$ cat config.mk
export PLATFORM = sky130hd
export DESIGN_NAME = spi_master_tx
export DESIGN_NICKNAME = d
export VERILOG_FILES = /design/src/rtl/spi_master_tx_pkg.sv /design/src/rtl/spi_master_tx_clk_gen.sv /design/src/rtl/spi_master_tx.sv
export SDC_FILE = /design/constraint.sdc
export NUM_CORES = 1
export LEC_CHECK = 0
export ABC_CLOCK_PERIOD_IN_PS = 2700
export CORE_MARGIN = 1.5
export CORE_UTILIZATION = 35
export CTS_BUF_LIST = sky130_fd_sc_hd__clkbuf_4 sky130_fd_sc_hd__clkbuf_8 sky130_fd_sc_hd__clkbuf_16
export DETAILED_ROUTE_END_ITERATION = 8
export GPL_ROUTABILITY_DRIVEN = 0
export PLACE_DENSITY = 0.65
export SYNTH_ARGS = -nofsm -noshare
export SYNTH_HDL_FRONTEND = slang
export SYNTH_SLANG_ARGS = --single-unit
$ cat constraint.sdc
create_clock -name clk -period 2.7 [get_ports clk]
set_input_delay 0.27 -clock clk [delete_from_list [all_inputs] [get_ports clk]]
set_output_delay 0.27 -clock clk [all_outputs]
set_load 0.01 [all_outputs]
$ cat src/rtl/spi_master_tx_pkg.sv
// spi_pkg: shared types and constants for the SPI mode-0 master.
//   - spi_state_t : FSM state encoding (IDLE, SETUP, TRANSFER, HOLD, GAP)
//   - SPI_CPOL/SPI_CPHA : fixed mode constants (mode 0)
//   - DEF_DATA_WIDTH / DEF_CLK_DIV : default frame width and sclk divider
//   - cnt_width() : width of a counter holding 0..n-1 (never less than 1)
package spi_pkg;

  typedef enum logic [2:0] {
    ST_IDLE     = 3'd0,
    ST_SETUP    = 3'd1,
    ST_TRANSFER = 3'd2,
    ST_HOLD     = 3'd3,
    ST_GAP      = 3'd4
  } spi_state_t;

  localparam bit SPI_CPOL = 1'b0;
  localparam bit SPI_CPHA = 1'b0;

  localparam int DEF_DATA_WIDTH = 8;
  localparam int DEF_CLK_DIV    = 3;

  // $clog2(1) is 0, which would give a zero-width counter for CLK_DIV=1.
  function automatic int cnt_width(input int n);
    return (n <= 1) ? 1 : $clog2(n);
  endfunction

endpackage

$ cat src/rtl/spi_master_tx_clk_gen.sv
// spi_clk_gen: half-period timer for the SPI master.
// Counts CLK_DIV clk cycles per phase and raises phase_end for one cycle
// on the last cycle of each phase.
// Ports:
//   clk, reset  : system clock, asynchronous active-high reset
//   start       : restart the count from 0 (a new word was accepted)
//   en          : count enable (high whenever the FSM is not idle)
//   phase_end   : one-cycle tick, last cycle of the current phase
module spi_clk_gen
  import spi_pkg::*;
#(
  parameter int CLK_DIV = DEF_CLK_DIV
) (
  input  logic clk,
  input  logic reset,
  input  logic start,
  input  logic en,
  output logic phase_end
);

  localparam int CW = cnt_width(CLK_DIV);
  localparam logic [CW-1:0] LAST = CW'(CLK_DIV - 1);

  logic [CW-1:0] count;

  always_ff @(posedge clk or posedge reset) begin
    if (reset) begin
      count <= '0;
    end else if (start) begin
      count <= '0;
    end else if (en) begin
      count <= (count == LAST) ? '0 : count + 1'b1;
    end
  end

  // A restart cycle is the handshake edge itself; the new phase begins after it.
  assign phase_end = en && !start && (count == LAST);

endmodule

$ cat src/rtl/spi_master_tx.sv
// spi_master_tx: SPI mode-0 (CPOL=0, CPHA=0) master, MSB first.
// Serializes one DATA_WIDTH word per frame on mosi and captures the
// simultaneous miso word. Optional macro SPI_MASTER_BURST_EN lets a new
// word be accepted during HOLD so consecutive words share one nss window.
//
// Host handshake: a word transfers on a rising clk edge where tx_valid and
// tx_ready are both 1. tx_data is sampled only on that edge. tx_valid
// while tx_ready is 0 is ignored; the host keeps it asserted until accepted.
//
// Ports:
//   clk, reset        : system clock, asynchronous active-high reset
//   tx_data/valid/ready : host word and handshake
//   rx_data, rx_valid : last captured miso word, one-cycle "new" pulse
//   busy              : frame in progress or inter-frame gap
//   sclk, mosi, miso, nss : SPI pins (sclk idles low, nss active low)
//   dbg_state         : current FSM state, for observation
module spi_master_tx
  import spi_pkg::*;
#(
  parameter int DATA_WIDTH = DEF_DATA_WIDTH,
  parameter int CLK_DIV    = DEF_CLK_DIV
) (
  input  logic                  clk,
  input  logic                  reset,
  input  logic [DATA_WIDTH-1:0] tx_data,
  input  logic                  tx_valid,
  output logic                  tx_ready,
  output logic [DATA_WIDTH-1:0] rx_data,
  output logic                  rx_valid,
  output logic                  busy,
  output logic                  sclk,
  output logic                  mosi,
  input  logic                  miso,
  output logic                  nss,
  output spi_state_t            dbg_state
);

  localparam int BW = cnt_width(DATA_WIDTH);
  localparam logic [BW-1:0] LAST_BIT = BW'(DATA_WIDTH - 1);

  spi_state_t            state;
  logic [DATA_WIDTH-1:0] tx_shift;
  logic [DATA_WIDTH-1:0] rx_shift;
  logic [DATA_WIDTH-1:0] rx_next;
  logic [BW-1:0]         bit_cnt;
  logic                  handshake;
  logic                  phase_end;

  // tx_ready is only ever 1 in states that may accept a word.
  assign handshake = tx_valid && tx_ready;
  assign rx_next   = {rx_shift[DATA_WIDTH-2:0], miso};
  assign dbg_state = state;

  spi_clk_gen #(
    .CLK_DIV(CLK_DIV)
  ) u_clk_gen (
    .clk      (clk),
    .reset    (reset),
    .start    (handshake),
    .en       (state != ST_IDLE),
    .phase_end(phase_end)
  );

  always_ff @(posedge clk or posedge reset) begin
    if (reset) begin
      state    <= ST_IDLE;
      tx_shift <= '0;
      rx_shift <= '0;
      bit_cnt  <= '0;
      tx_ready <= 1'b1;
      rx_data  <= '0;
      rx_valid <= 1'b0;
      busy     <= 1'b0;
      sclk     <= 1'b0;
      mosi     <= 1'b0;
      nss      <= 1'b1;
    end else begin
      rx_valid <= 1'b0;
      case (state)
        ST_IDLE: begin
          if (handshake) begin
            state    <= ST_SETUP;
            tx_shift <= tx_data;
            mosi     <= tx_data[DATA_WIDTH-1];
            bit_cnt  <= '0;
            nss      <= 1'b0;
            sclk     <= 1'b0;
            tx_ready <= 1'b0;
            busy     <= 1'b1;
          end
        end

        ST_SETUP: begin
          if (phase_end) begin
            state <= ST_TRANSFER;
            sclk  <= 1'b1;
          end
        end

        // sclk itself tells which half we are in: a phase ending while sclk
        // is high is the falling edge, where miso is captured and mosi moves.
        ST_TRANSFER: begin
          if (phase_end) begin
            if (sclk) begin
              sclk     <= 1'b0;
              rx_shift <= rx_next;
              if (bit_cnt == LAST_BIT) begin
                state    <= ST_HOLD;
                bit_cnt  <= '0;
                rx_data  <= rx_next;
                rx_valid <= 1'b1;
                mosi     <= 1'b0;
`ifdef SPI_MASTER_BURST_EN
                tx_ready <= 1'b1;
`endif
              end else begin
                bit_cnt  <= bit_cnt + 1'b1;
                mosi     <= tx_shift[DATA_WIDTH-2];
                tx_shift <= {tx_shift[DATA_WIDTH-2:0], 1'b0};
              end
            end else begin
              sclk <= 1'b1;
            end
          end
        end

        ST_HOLD: begin
`ifdef SPI_MASTER_BURST_EN
          // Next word rides the same nss window: straight back to SETUP.
          if (handshake) begin
            state    <= ST_SETUP;
            tx_shift <= tx_data;
            mosi     <= tx_data[DATA_WIDTH-1];
            bit_cnt  <= '0;
            tx_ready <= 1'b0;
          end else
`endif
          if (phase_end) begin
            state    <= ST_GAP;
            nss      <= 1'b1;
            tx_ready <= 1'b0;
          end
        end

        ST_GAP: begin
          if (phase_end) begin
            state    <= ST_IDLE;
            tx_ready <= 1'b1;
            busy     <= 1'b0;
          end
        end

        default: begin
          state <= ST_IDLE;
        end
      endcase
    end
  end

endmodule

# == After elaboration in Yosys (flattened, before gate mapping) ==
# Index checks and enable logic that the tools add are counted.
# totals
reg_bits,36
input_bits,12
out_inout_bits,17
wordCells,89
# classes
add_sub_neg,2
eq_ne,14
n_mux,40
n_reduce_logical,21
# op_table
operator,n
$mux W3,11
$mux W7,4
$reduce_and A4 Y1,4
$pmux W3 S5,1
$mux W1,14
$ne A2 B2 Y1 const B,7
$pmux W7 S2,1
$reduce_and A3 Y1,3
$reduce_bool A3 Y1,3
$reduce_bool A2 Y1,4
$reduce_and A7 Y1,1
$eq A3 B2 Y1 const B,2
$eq A3 B3 Y1 const B,2
$mux W2,3
$pmux W1 S2,3
$pmux W1 S3,2
$pmux W3 S2,1
$reduce_and A5 Y1,1
$add A3 B1 Y3 const B,1
$eq A3 B1 Y1 const B,1
$logic_and A1 B1 Y1,3
$logic_not A3 Y1,1
$add A2 B1 Y2 const B,1
$eq A2 B2 Y1 const B,1
2 further kinds,2

# == Logic depth before layout (Yosys ltp) ==
# Gate-level depths: netlist (run 1).
# depth
word_depth,6
ltp_mapped,7
ltp_nobuf,5

# == By module ==
# A second synthesis (run 1) with hierarchy kept.
# hier_totals
cells_unflattened,145
hier_area_um2,1669.1
# by_module_without_submodules
mod,n_inst,cells_each,area_each_um2,seq_area_each_um2
spi_master_tx,1,135,1566.5,853.3
spi_clk_gen,1,10,102.6,50.0

# == Least setup slack after synthesis (run 1) ==
# OpenSTA, ideal clock, no wires.
# synth_path
path_type,register to register
start,"register state[1], in the netlist dbg_state[1]"
end,register rx_data[0]
setup_ps,125
arrival_time_ps,1897
required_ps,2575
slack_ps,678
stages_incl_launch_ff,7
n_path_buf,2
period_less_slack_ps,2022
path_cell_list,dfrtp_1 buf_4 or3b_1 buf_6 nor4_4 nand2_4 mux2_2
# synth_via
elab_chain_cells,4
elab_cells_between_ends,5
cone_classes,1 x eq/ne; 4 x reduce/logical
# synth_rtl
item,line_no,text
start: declaration,spi_master_tx.sv:41,spi_state_t state;
start signal: assignment,spi_master_tx.sv:66,state <= ST_IDLE;
start signal: assignment,spi_master_tx.sv:82,state <= ST_SETUP;
start signal: assignment,spi_master_tx.sv:95,state <= ST_TRANSFER;
$reduce_bool A3 Y1,spi_master_tx.sv:60,".en (state != ST_IDLE),"
$logic_and A1 B1 Y1 (2 in a row),spi_master_tx_clk_gen.sv:37,assign phase_end = en && !start && (count == LAST);
$reduce_and A4 Y1 (no line) (*),n/a,
end signal: assignment,spi_master_tx.sv:110,rx_data <= rx_next;
end: declaration,spi_master_tx.sv:28,"output logic [DATA_WIDTH-1:0] rx_data,"
# Mark *: on every way between the ends. The rest lies on a longest branch, timed or not.
# A chain may end at the register's enable or synchronous reset.

# == Final worst setup path (run 1) ==
# layout_path
start,"register state[2], in the netlist dbg_state[2]"
end,register rx_data[3]
# Same word-level chain as after synthesis.

==> results of run 1 <==
synthesized netlist by cell type, drive strengths merged:
master   instances  area share, %
o31ai            2           0.89
or3b             1           0.52
a31o             1           0.52
nand3            2           0.59
nor3b            4            1.8
o41ai            2            1.0
nand3b           1           0.44
inv              6            1.3
o211ai           3            1.3
nor3            10            3.0
nor4             2            1.6
xor2             1           0.52
mux2            15             10
nand4b           1           0.52
a311oi           2            1.0
o22ai            6            2.2
nand2b           2           0.74
dfstp            2            3.1
nor2            13            2.9
dfrtp           34             50
xnor2            1           0.52
o21a             8            3.5
a2111oi          1           0.52
nor2b            1           0.37
nor4b            1           0.52
nand4            1           0.37
nand2            9            2.4
o21ai            3           0.89
buf              4            2.0
a211oi           1           0.74
and2             1           0.37
ha               2            1.5
clkbuf           4           0.89
a21oi            4            1.2
per-layer routing:
metal | up-vias | track usage, % | routed length (um)
met5 | - | 0 | 0
met2 | 44 | 24.4 | 1670
met1 | 618 | 18.9 | 1650
met4 | 0 | 7.13 | 53
li1 | 616 | - | -
met3 | 6 | 3.73 | 185
state kept, by name, indices dropped and copies added (netlist names):
signal           flops
busy                 1
nss                  1
rx_shift             7
mosi                 1
tx_ready             1
u_clk_gen.count      2
rx_data              8
dbg_state            3
rx_valid             1
bit_cnt              3
tx_shift             7
sclk                 1
metrics by stage:
stage                     power (mW)  instances  hold WS, ps  setup slack [ps]  instance area [um2]
after CTS                      0.983        240          387               554                 2140
after global routing            1.01        240          464               466                 2140
after global placement         0.583        232          473               522                 2050
after floorplan                0.562        151          387               678                 1690
after detailed placement       0.583        232          481               420                 2050
final                          0.970        240          376               568                 2140
area by class of cell:
class | instances | area [um2] | share of cell area (%)
multi-input cells | 101 | 719 | 33.6
clock buffers | 6 | 82.6 | 3.86
well taps | 54 | 67.6 | 3.16
repair buffers | 35 | 333 | 15.6
inverters | 6 | 22.5 | 1.05
clock inverters | 2 | 10.0 | 0.468
flip-flops and latches | 36 | 903 | 42.2
worst paths after layout:
path | end | slack [ps]
min in group clk | tx_shift[6] | 490
setup / recovery | rx_data[3] | 570
hold reg to reg | tx_shift[6] | 490
setup reg to reg | rx_data[3] | 570
max in group asynchronous | nss | 1990
hold / removal | bit_cnt[0] | 380
worst reg2reg max path: cells and delay by family (launching register included):
kind             cells  cell delay (ps)
muxes                1              320
and+or+nand+nor      3             1310
DFF                  1              380
kinds of logic (layout without fill, tap and decap cells):
family                     Yosys count  after routing  share of synthesized area (%)
AOI/OAI and AO/OA                   33             33                           13.9
muxes                               15             15                           9.97
and+or+nand+nor                     49             49                           16.1
adders and majority gates            2              2                           1.48
DFF                                 36             36                           53.3
buffers and inverters               14             49                           4.21
xor gates and xnor gates             2              2                           1.03
report_power, final:
group          switching, mW  total [mW]  leakage, nW  internal, mW
clock network          0.194       0.397       0.0510         0.204
logic                 0.0146      0.0317        0.416        0.0171
registers           0.000578       0.540        0.473         0.540
==> impl_metrics.env, run 1 <==
export IMPL_status="finished clean"
export IMPL_route_vias_total=1284
export IMPL_cp_top_family="simple AND/OR/NAND/NOR gates"
export IMPL_cts_resized_gates=0
export IMPL_period_needed_ps=2130
export IMPL_fin_tns_setup_ps=0
export IMPL_firstDrtPassIters=5
export IMPL_critical_path_cell_chain="or3b_1 -> nor4_4 -> nand2_4 -> mux2_2"
export IMPL_critPathKind="reg -> reg"
export IMPL_chipHeight_um=72.6
export IMPL_synth_cell_types=38
export IMPL_diodes=0
export IMPL_cts_root_buffer="clkbuf_8"
export IMPL_start_util_pct=36.1
export IMPL_drc=0
export IMPL_r2r_start="dbg_state[2]"
export IMPL_cts_max_level=2
export IMPL_synth_area_um2=1690
export IMPL_dpl_hpwl_mm=2.45
export IMPL_fin_nets=199
export IMPL_power_density_nw_per_um2=453
export IMPL_numClockSinks=36
export IMPL_grtUsageTotal_pct=15.0
export IMPL_cp_data_required_time_ps=2870
export IMPL_maxCapViolations=0
export IMPL_gr_total_overflow=0
export IMPL_hold_buffers=0
export IMPL_grt_pass1_wl_mm=6.09
export IMPL_wl_per_cell_um=14.8
export IMPL_cts_tree="built"
export IMPL_n_fill_cell=449
export IMPL_final_util_pct=45.6
export IMPL_cp_arrival_ps=2310
export IMPL_crit_slowest_cell="or3b_1"
export IMPL_r2r_cells=4
export IMPL_cp_num_cells=4
export IMPL_path_buf_inv=0
export IMPL_cp_startpoint="dbg_state[2]"
export IMPL_max_freq_ghz=0.469
export IMPL_grt_pass1_vias=1367
export IMPL_endpoint_kind="register"
export IMPL_path_max_fanout=9
export IMPL_syn_area_per_cell_um2=11.2
export IMPL_synth_cells=151
export IMPL_antenna_found_initial=0
export IMPL_rsz0062_at_grt="false"
export IMPL_hp_class="in -> async"
export IMPL_ant_nets=0
export IMPL_setup_viol=0
export IMPL_p_leak_nw=0.940
export IMPL_numCtsBuffers=5
export IMPL_vdd_drop_max_mv=0.317
export IMPL_core_um2=4690
export IMPL_drtIter0Drc=66
export IMPL_synth_net_count=165
export IMPL_path_clk_slew_ps=80
export IMPL_dieArea_um2=5270
export IMPL_yosysSeqAreaShare_pct=53.3
export IMPL_startpoint_type="register"
export IMPL_final_common_cell="dfrtp_1"
export IMPL_vias_per_cell=5.35
export IMPL_area_delta_synth_final_pct=26.2
export IMPL_grt_max_degree=37
export IMPL_period_share_pct=79.0
export IMPL_slew_viol_final=0
export IMPL_critPathMaxStageDelay_ps=570
export IMPL_mostFrequentLayoutCells="dfrtp_1, clkdlybuf4s50_1, mux2_2"
export IMPL_yosys_warnings=0
export IMPL_post_cts_setup_buffers=0
export IMPL_die_w_um=72.6
export IMPL_drive_gt1_share_pct=19.4
export IMPL_synth_seq_cells=36
export IMPL_skew_ps=8.04
export IMPL_wirelength_mm=3.56
export IMPL_max_slew_worst_pin_slew_ps=669
export IMPL_rows=25
export IMPL_port_buffers=28
export IMPL_hold_viol=0
export IMPL_io_pins=29
export IMPL_cts_buffer_depth=2
export IMPL_clkLatencyLatePin_ps=290
export IMPL_relSlewSlack_pct=55.3
Power figures use the tool's default switching activity.
==> run 2, diff against run 1 <==
--- a/config.mk
+++ b/config.mk
@@ -5,7 +5,7 @@
 export SDC_FILE = /design/constraint.sdc
 export NUM_CORES = 1
 export LEC_CHECK = 0
-export ABC_CLOCK_PERIOD_IN_PS = 2700
+export ABC_CLOCK_PERIOD_IN_PS = 2150
 export CORE_MARGIN = 1.5
 export CORE_UTILIZATION = 35
 export CTS_BUF_LIST = sky130_fd_sc_hd__clkbuf_4 sky130_fd_sc_hd__clkbuf_8 sky130_fd_sc_hd__clkbuf_16
==> constraint.sdc (replaced) <==
create_clock -name clk -period 2.15 [get_ports clk]
set_input_delay 0.215 -clock clk [delete_from_list [all_inputs] [get_ports clk]]
set_output_delay 0.215 -clock clk [all_outputs]
set_load 0.01 [all_outputs]
==> impl_metrics.env, run 2 (same netlist as run 1, synthesis figures left out) <==
export IMPL_cts_root_buffer="clkbuf_8"
export IMPL_area_delta_synth_final_pct=30.3
export IMPL_multiInputGateArea_um2=719
export IMPL_skew_ps=5.41
export IMPL_drtIter0Drc=99
export IMPL_core_um2=4690
export IMPL_critical_path_cell_chain="or3b_1 -> nor4_4 -> buf_4 -> nand2_4 -> mux2_2"
export IMPL_io_pins=29
export IMPL_chipHeight_um=72.6
export IMPL_dr_max_layer_used="met4"
export IMPL_hp_class="in -> async"
export IMPL_numClockSinks=36
export IMPL_period_share_pct=91.8
export IMPL_post_cts_setup_buffers=0
export IMPL_gr_total_overflow=0
export IMPL_path_buf_inv=1
export IMPL_diodes=0
export IMPL_rsz0062_at_grt="false"
export IMPL_period_needed_ps=1970
export IMPL_hold_slack_ps=325
export IMPL_cp_top_family="simple AND/OR/NAND/NOR gates"
export IMPL_hold_buffers=0
export IMPL_endpoint_kind="register"
export IMPL_dpl_hpwl_mm=2.50
export IMPL_vias_per_cell=5.30
export IMPL_fin_nets=202
export IMPL_wl_per_cell_um=15.1
export IMPL_maxCapViolations=0
export IMPL_grt_pass1_wl_mm=6.24
export IMPL_cp_data_required_time_ps=2320
export IMPL_drc=0
export IMPL_largest_reg_flops=8
export IMPL_grtUsageTotal_pct=15.3
export IMPL_start_util_pct=36.1
export IMPL_top_register="rx_data"
export IMPL_startpoint_type="register"
export IMPL_critPathKind="reg -> reg"
export IMPL_route_vias_total=1288
export IMPL_max_slew_worst_pin_slew_ps=681
export IMPL_die_w_um=72.6
export IMPL_drive_gt1_share_pct=20.6
export IMPL_port_buffers=28
export IMPL_final_common_cell="dfrtp_1"
export IMPL_max_freq_ghz=0.506
export IMPL_slew_viol_final=0
export IMPL_setup_viol=0
export IMPL_status="finished clean"
export IMPL_dieArea_um2=5270
export IMPL_drt_met1_wl_mm=1.77
export IMPL_firstDrtPassIters=4
export IMPL_p_leak_nw=0.974
export IMPL_crit_slowest_cell="or3b_1"
export IMPL_mostFrequentLayoutCells="dfrtp_1, clkdlybuf4s50_1, mux2_2"
export IMPL_antenna_found_initial=0
export IMPL_n_fill_cell=439
export IMPL_fin_tns_setup_ps=0
export IMPL_top_regs="rx_data: 8 flops, rx_shift: 7 flops, tx_shift: 7 flops"
export IMPL_critPathMaxStageDelay_ps=550
export IMPL_grt_max_degree=22
export IMPL_ant_nets=0
export IMPL_seq_area_um2=903
export IMPL_cts_tree="built"
export IMPL_cp_arrival_ps=2150
export IMPL_power_density_nw_per_um2=622
export IMPL_wl_met2_mm=1.71
export IMPL_relSlewSlack_pct=54.5
export IMPL_numCtsBuffers=5
export IMPL_grt_pass1_vias=1375
export IMPL_wirelength_mm=3.67
export IMPL_wl_met3_um=132
export IMPL_vdd_drop_max_mv=0.561
export IMPL_path_max_fanout=18
export IMPL_hold_viol=0
export IMPL_cts_buffer_depth=2
export IMPL_clkLatencyLatePin_ps=290
export IMPL_path_clk_slew_ps=70
export IMPL_cts_resized_gates=0
export IMPL_cts_max_level=2
export IMPL_rows=25
run 2: changes by cell type in the layout (fill, tap and decap cells not counted), sizes merged:
cell    delta
clkbuf     +1
buf        +3
bufinv     +1
clkinv     -2
run 2: report_power, final:
group / switching [mW] / internal [mW] / total (mW)
sequential: 0.000745 / 0.678 / 0.679
clock: 0.242 / 0.409 / 0.651
combinational: 0.0194 / 0.0239 / 0.0433
run 2: through the flow:
stage	utilization, %	total power, mW	cells	instance area (um2)	worst slack, ps
after global routing	47.0	1.42	243	2210	54.4
final	47.0	1.37	243	2210	176
after detailed placement	44.3	0.736	235	2080	180
after CTS	47.0	1.39	243	2210	165
after floorplan	-	0.706	151	1690	128
after global placement	44.3	0.735	235	2080	210
run 2: worst register-to-register path, cell delays in order (launching register included):
cell	delay (ps)
dfrtp_1	380
or3b_1	550
nor4_4	180
buf_4	290
nand2_4	140
mux2_2	310
run 2: final cells by class:
type | count | area share [%]
flip-flops and latches | 36 | 40.9
multi-input cells | 101 | 32.6
repair buffers | 38 | 16.7
clock buffers | 7 | 4.37
well taps | 54 | 3.06
clock inverters | 1 | 1.36
inverters | 6 | 1.02
run 2: worst paths after layout:
kind | slack, ps | endpoint | cells past startpoint | from
worst max-delay path | 180 | rx_data[2] | 5 | dbg_state[2]
worst min-delay path | 320 | rx_shift[6] | 2 | reset
worst max register to register | 180 | rx_data[2] | 5 | dbg_state[2]
worst min register to register | 500 | tx_shift[1] | 1 | tx_shift[1]
max in group asynchronous | 1280 | tx_shift[2] | 3 | reset
min in group clk | 470 | tx_shift[0] | 3 | tx_data[0]
run 2: layer usage:
layer	up-vias	global-route usage, %
li1	621	-
met1	632	20.3
met2	30	24.0
met3	5	4.14
met4	0	5.45
met5	-	0
==> run 3, diff against run 2 <==
--- a/config.mk
+++ b/config.mk
@@ -11,7 +11,7 @@
 export CTS_BUF_LIST = sky130_fd_sc_hd__clkbuf_4 sky130_fd_sc_hd__clkbuf_8 sky130_fd_sc_hd__clkbuf_16
 export DETAILED_ROUTE_END_ITERATION = 8
 export GPL_ROUTABILITY_DRIVEN = 0
-export PLACE_DENSITY = 0.65
+export PLACE_DENSITY = 0.6
 export SYNTH_ARGS = -nofsm -noshare
 export SYNTH_HDL_FRONTEND = slang
 export SYNTH_SLANG_ARGS = --single-unit
==> impl_metrics.env, run 3 (same netlist as run 1, synthesis figures left out) <==
export IMPL_status="finished clean"
export IMPL_rows=25
export IMPL_hold_viol=0
export IMPL_mostFrequentLayoutCells="dfrtp_1, clkdlybuf4s50_1, mux2_2"
export IMPL_cp_data_required_time_ps=2320
export IMPL_drc=0
export IMPL_setup_viol=0
export IMPL_multiInputGateArea_um2=719
export IMPL_skew_ps=3.14
export IMPL_ant_nets=0
export IMPL_post_cts_setup_buffers=0
export IMPL_dp_cells=236
export IMPL_r2r_cells=5
export IMPL_rsz0062_at_grt="false"
export IMPL_area_delta_synth_final_pct=28.3
export IMPL_chipHeight_um=72.6
export IMPL_top_register="rx_data"
export IMPL_numClockSinks=36
export IMPL_largest_reg_flops=8
export IMPL_drtIter0Drc=66
export IMPL_cts_tree="built"
export IMPL_relSlewSlack_pct=69.0
export IMPL_crit_top_cell="ha_1"
export IMPL_power_density_nw_per_um2=566
export IMPL_grt_max_degree=37
export IMPL_diodes=0
export IMPL_gr_total_overflow=0
export IMPL_wirelength_mm=3.36
export IMPL_cp_arrival_ps=1960
export IMPL_fin_nets=203
export IMPL_fin_tns_setup_ps=0
export IMPL_io_pins=29
export IMPL_startpoint_type="register"
export IMPL_grt_pass1_vias=1298
export IMPL_path_clk_slew_ps=70
export IMPL_max_slew_worst_pin_slew_ps=464
export IMPL_antenna_found_initial=0
export IMPL_path_max_fanout=12
export IMPL_endpoint_kind="register"
export IMPL_cts_buffer_depth=2
export IMPL_cts_resized_gates=0
export IMPL_critPathMaxStageDelay_ps=430
export IMPL_slew_viol_final=0
export IMPL_cts_root_buffer="clkbuf_8"
export IMPL_drive_gt1_share_pct=21.1
export IMPL_vdd_drop_max_mv=0.390
export IMPL_r2r_setup_slack_ps=350
export IMPL_final_cells=244
export IMPL_port_buffers=28
export IMPL_start_util_pct=36.1
export IMPL_vias_per_cell=5.38
export IMPL_grtUsageTotal_pct=13.9
export IMPL_firstDrtPassIters=4
export IMPL_cts_max_level=2
export IMPL_final_common_cell="dfrtp_1"
export IMPL_critical_path_cell_chain="ha_1 -> ha_1 -> o41ai_1 -> buf_4 -> o21ai_0"
export IMPL_period_share_pct=83.5
export IMPL_period_needed_ps=1800
export IMPL_critPathKind="reg -> reg"
export IMPL_core_um2=4690
export IMPL_wl_per_cell_um=13.8
export IMPL_hold_slack_ps=330
export IMPL_reg2reg_to="tx_shift[0]"
export IMPL_numCtsBuffers=5
export IMPL_top_regs="rx_data: 8 flops, rx_shift: 7 flops, tx_shift: 7 flops"
export IMPL_crit_slowest_cell="o41ai_1"
export IMPL_max_freq_ghz=0.557
export IMPL_n_fill_cell=441
export IMPL_dpl_hpwl_mm=2.31
export IMPL_maxCapViolations=0
export IMPL_dieArea_um2=5270
export IMPL_grt_pass1_wl_mm=5.64
export IMPL_clkLatencyLatePin_ps=280
export IMPL_p_leak_nw=0.957
export IMPL_route_vias_total=1312
export IMPL_finalPower_mw=1.23
export IMPL_die_w_um=72.6
export IMPL_hold_buffers=0
export IMPL_seq_area_um2=903
export IMPL_r2r_start="bit_cnt[0]"
export IMPL_hp_class="in -> async"
## run 3: cell type report
type	count	area share (%)
Multi-Input combinational cell	101	33.1
Tap cell	54	3.11
Sequential cell	36	41.6
Timing Repair Buffer	39	16.7
Clock inverter	1	0.345
Inverter	6	1.04
Clock buffer	7	4.15
## run 3: how the worst max path moves through the flow
stage | from | end | slack, ps | cells after the start
4_1_cts | dbg_state[2] | rx_data[2] | 340 | 5
5_1_grt | bit_cnt[0] | tx_shift[0] | 120 | 5
2_1_floorplan | dbg_state[1] | rx_data[0] | 130 | 6
6_report | bit_cnt[0] | tx_shift[0] | 350 | 5
3_5_place_dp | tx_valid | rx_data[2] | 190 | 6
3_3_place_gp | tx_valid | rx_data[6] | 200 | 6
## run 3: through the flow
stage               util (%)  setup slack (ps)  instance area [um2]
detailed placement      44.2               191                 2080
floorplan                  -               128                 1690
finish                  46.3               354                 2170
global route            46.3               123                 2170
CTS                     46.3               342                 2170
global placement        44.2               196                 2080
## run 3: routing by layer
layer | wire, um | share of wire, % | track usage [%] | vias to the layer above
met3 | 146 | 4.4 | 3.73 | 5
met5 | 0 | 0 | 0 | -
li1 | - | - | - | 624
met4 | 43 | 1.3 | 5.66 | 0
met2 | 1640 | 49 | 22.9 | 37
met1 | 1520 | 45 | 17.4 | 646
## run 3: worst max-delay path: cells and delay by family (launching register included)
kind,cells,cell delay (ps)
flops,1,410
compound gates,2,510
buf+inv,1,220
fa+ha+maj,2,550
## run 3: report_power, final
part           switching [mW]  total (mW)  leakage, nW  internal (mW)
clock network           0.239       0.512       0.0479          0.273
registers            0.000666       0.679        0.473          0.678
logic                  0.0180      0.0395        0.437         0.0215
total                   0.258        1.23        0.957          0.972
==> edit, RTL diff (config.mk and constraints of run 2) <==
Make the reset (`reset`) synchronous in 2 clocked blocks. Comments in the files are not updated.
--- a/src/rtl/spi_master_tx_clk_gen.sv
+++ b/src/rtl/spi_master_tx_clk_gen.sv
@@ -24,5 +24,5 @@
   logic [CW-1:0] count;
 
-  always_ff @(posedge clk or posedge reset) begin
+  always_ff @(posedge clk) begin
     if (reset) begin
       count <= '0;
--- a/src/rtl/spi_master_tx.sv
+++ b/src/rtl/spi_master_tx.sv
@@ -62,5 +62,5 @@
   );
 
-  always_ff @(posedge clk or posedge reset) begin
+  always_ff @(posedge clk) begin
     if (reset) begin
       state    <= ST_IDLE;
Check against the original RTL: differs if reset is asserted again (counterexample within 4 cycles, from zero or initial values and one cycle with reset high); with reset held inactive, the same outputs for 10 cycles.
==> edit against run 2 <==
- count of clock-buffer cells in the layout shrank 2
- non-clock buffer count decreased by 4
- synthesized cell count rose by 28%
- area after synthesis decreased by 2.1%
- routed wire length shrank 7.7%
- sequential cell count stayed put
- via count grew 11%
- core utilization decreased by 0.22 points
- worst setup slack improved by 0.027 ns
- design area down 5.7%
Power is not compared: it rests on default switching activity, and its combinational part moved more than twofold at a synthesized area within 25%.
==> edit: results (changes against run 2) <==
| Metric | Value |
|---|---|
| Antenna diode count | 0 (unchanged) |
| Rel. slew slack | 0.552 (was 0.545) |
| Sequential area share after synthesis | 0.435 (was 0.533) |
| Number of synthesis warnings | 0 (unchanged) |
| Cell variety after synth | 44 (was 38) |
| Cts repair resizes | 0 (unchanged) |
| Final Skew | 0.00750 ns (was 0.00541 ns) |
| Leakage | 0.000707 uW |
| Max cap viols | 0 (unchanged) |
| Buffers on Ports | 28 (unchanged) |
| Mapped Cells | 193 (was 151) |
| Worst-path clk slew | 0.08 ns |
| Main synth FF type | dfxtp_1 (was dfrtp_1) |
| Synth top area cells | dfxtp_1 43%, a21oi_1 9.4%, nand2_1 6.3%, nand3_1 3.9%, mux2i_1 3.6% (was dfrtp_1 50%, mux2_2 10%, o21a_1 3.5%, dfstp_2 3.1%, nor3_1 3.0%) |
| Iter 0 DRT Violations | 122 (was 99) |
| Worst endpoint data arrival time | 2.14 ns |
| Fill cell count | 438 (was 439) |
| Vias | 1425 (was 1288) |
| R2R depth | 6 (was 5) |
| Initial antenna violation count | 0 (unchanged) |
| Slew Viols, Final | 0 (unchanged) |
| CTS max path bufs | 2 (unchanged) |
| Min-Delay Path Class | flip-flop to flip-flop (was input port to asynchronous set/reset pin) |
| Run status | finished, final reports clean (unchanged) |
| FFs w/ async S/R, synth | 0 (was 1.00) |
| FF-to-FF Start | bit_cnt[0] (was dbg_state[2]) |
| Clk root buf | clkbuf_8 (unchanged) |
| Pin count of the biggest net entering global routing | 37 (was 22) |
| Share of layout cells above drive strength 1 | 0.114 (was 0.206) |
| Final HPWL DP | 2240 um (was 2500 um) |
| R2R setup slack | 0.20 ns (was 0.18 ns) |
| Setup CP Type | flip-flop to flip-flop (unchanged) |
| Total Routing Usage GR | 0.146 (was 0.153) |
| First-pass GRT wire length | 5930 um (was 6240 um) |
| Synth top cells by count | 36 x dfxtp_1, 31 x a21oi_1, 28 x nand2_1 (was 34 x dfrtp_1, 15 x mux2_2, 13 x nor2_1) |
| Syn nets | 207 (was 165) |
| Peak supply drop | 0.000402 V |
| Leading registers by flop count | rx_data (8), rx_shift (7), tx_shift (7) (unchanged) |
| Htree depth | 2 (unchanged) |
| Setup Fix Bufs, Post-CTS | 0 (unchanged) |
| TritonCTS buffer count | 5 (unchanged) |
| Final wirelength | 3380 um (was 3670 um) |
| Critical Path End | tx_shift[2] (was rx_data[2]) |
| Skew-Pair Late Insertion Delay | 0.29 ns (about the same) |
| Post-DR wirelength/cell | 12.4 um (was 15.1 um) |
| Placed cell count | 264 (was 235) |
| Vias in the first global route | 1288 (was 1375) |
| Critical path fanouts, max | 13 (was 18) |
| # nets final | 233 (was 202) |
| First drt pass iteration count | 6 (was 4) |
[edit: cell types whose count changed after synthesis, moves of 4 or more]
cell      change
o22ai_1       -5
inv_1         -4
o21a_1        -7
mux2i_1       +6
nand3_1      +11
nand2_1      +20
a21oi_1      +27
dfxtp_1      +36
dfrtp_1      -34
nor2_1        -6
buf_2         +4
a311oi_1      +4
mux2_2       -15
[edit: how the worst min path moves through the flow]
stage          startpoint     endpoint  slack, ns  cells past startpoint
2_1_floorplan        miso  rx_shift[0]       0.35                      2
3_3_place_gp   rx_data[3]   rx_data[3]       0.44                      2
3_5_place_dp   rx_data[3]   rx_data[3]       0.45                      2
4_1_cts        rx_data[3]   rx_data[3]       0.46                      2
5_1_grt        rx_data[5]   rx_data[5]       0.49                      2
6_report       rx_data[6]   rx_data[6]       0.45                      2
[edit: critical path, cell delays in order, from the launching register on]
cell      delay, ns
dfxtp_1        0.33
ha_1           0.20
ha_1           0.19
nand3b_2       0.23
o31ai_4        0.48
a21oi_1        0.14
a311oi_1       0.29
[edit: cell type report]
cell class                      count  area, um2  area share
Clock buffer                        5       68.8      0.0331
Tap cell                           52       65.1      0.0313
Sequential cell                    36        721       0.346
Timing Repair Buffer               34        338       0.162
Multi-Input combinational cell    140        838       0.403
Clock inverter                      3       42.5      0.0204
Inverter                            2       7.51     0.00361
[edit: kinds of logic (layout without fill, tap and decap cells)]
| kind of cell | Yosys count | after routing | synth area share |
|---|---|---|---|
| flops | 36 | 36 | 0.435 |
| fa+ha+maj | 2 | 2 | 0.0151 |
| buf+inv | 17 | 44 | 0.0596 |
| xor+xnor | 1 | 1 | 0.00528 |
| compound gates | 54 | 54 | 0.212 |
| simple gates | 77 | 77 | 0.237 |
| mux | 6 | 6 | 0.0362 |
[edit: stage by stage]
step	total power (uW)	worst slack, ns	utilization	area [um2]
after floorplan	830	0.488	-	1660
after global placement	888	0.279	0.443	1970
after detailed placement	889	0.216	0.443	1970
after CTS	1480	0.195	0.468	2080
after global routing	1520	0.0682	0.468	2080
final	1460	0.203	0.468	2080
[edit: metal layers]
metal	track usage	wire length (um)	up-vias
li1	-	-	743
met1	0.197	1730	639
met2	0.212	1430	39
met3	0.0408	188	4
met4	0.0755	36	0
met5	0	0	-
[edit: report_power, final]
part	switching, uW	internal (uW)
clock network	247	343
registers	23.3	691
logic	78.2	81.0
total	348	1110
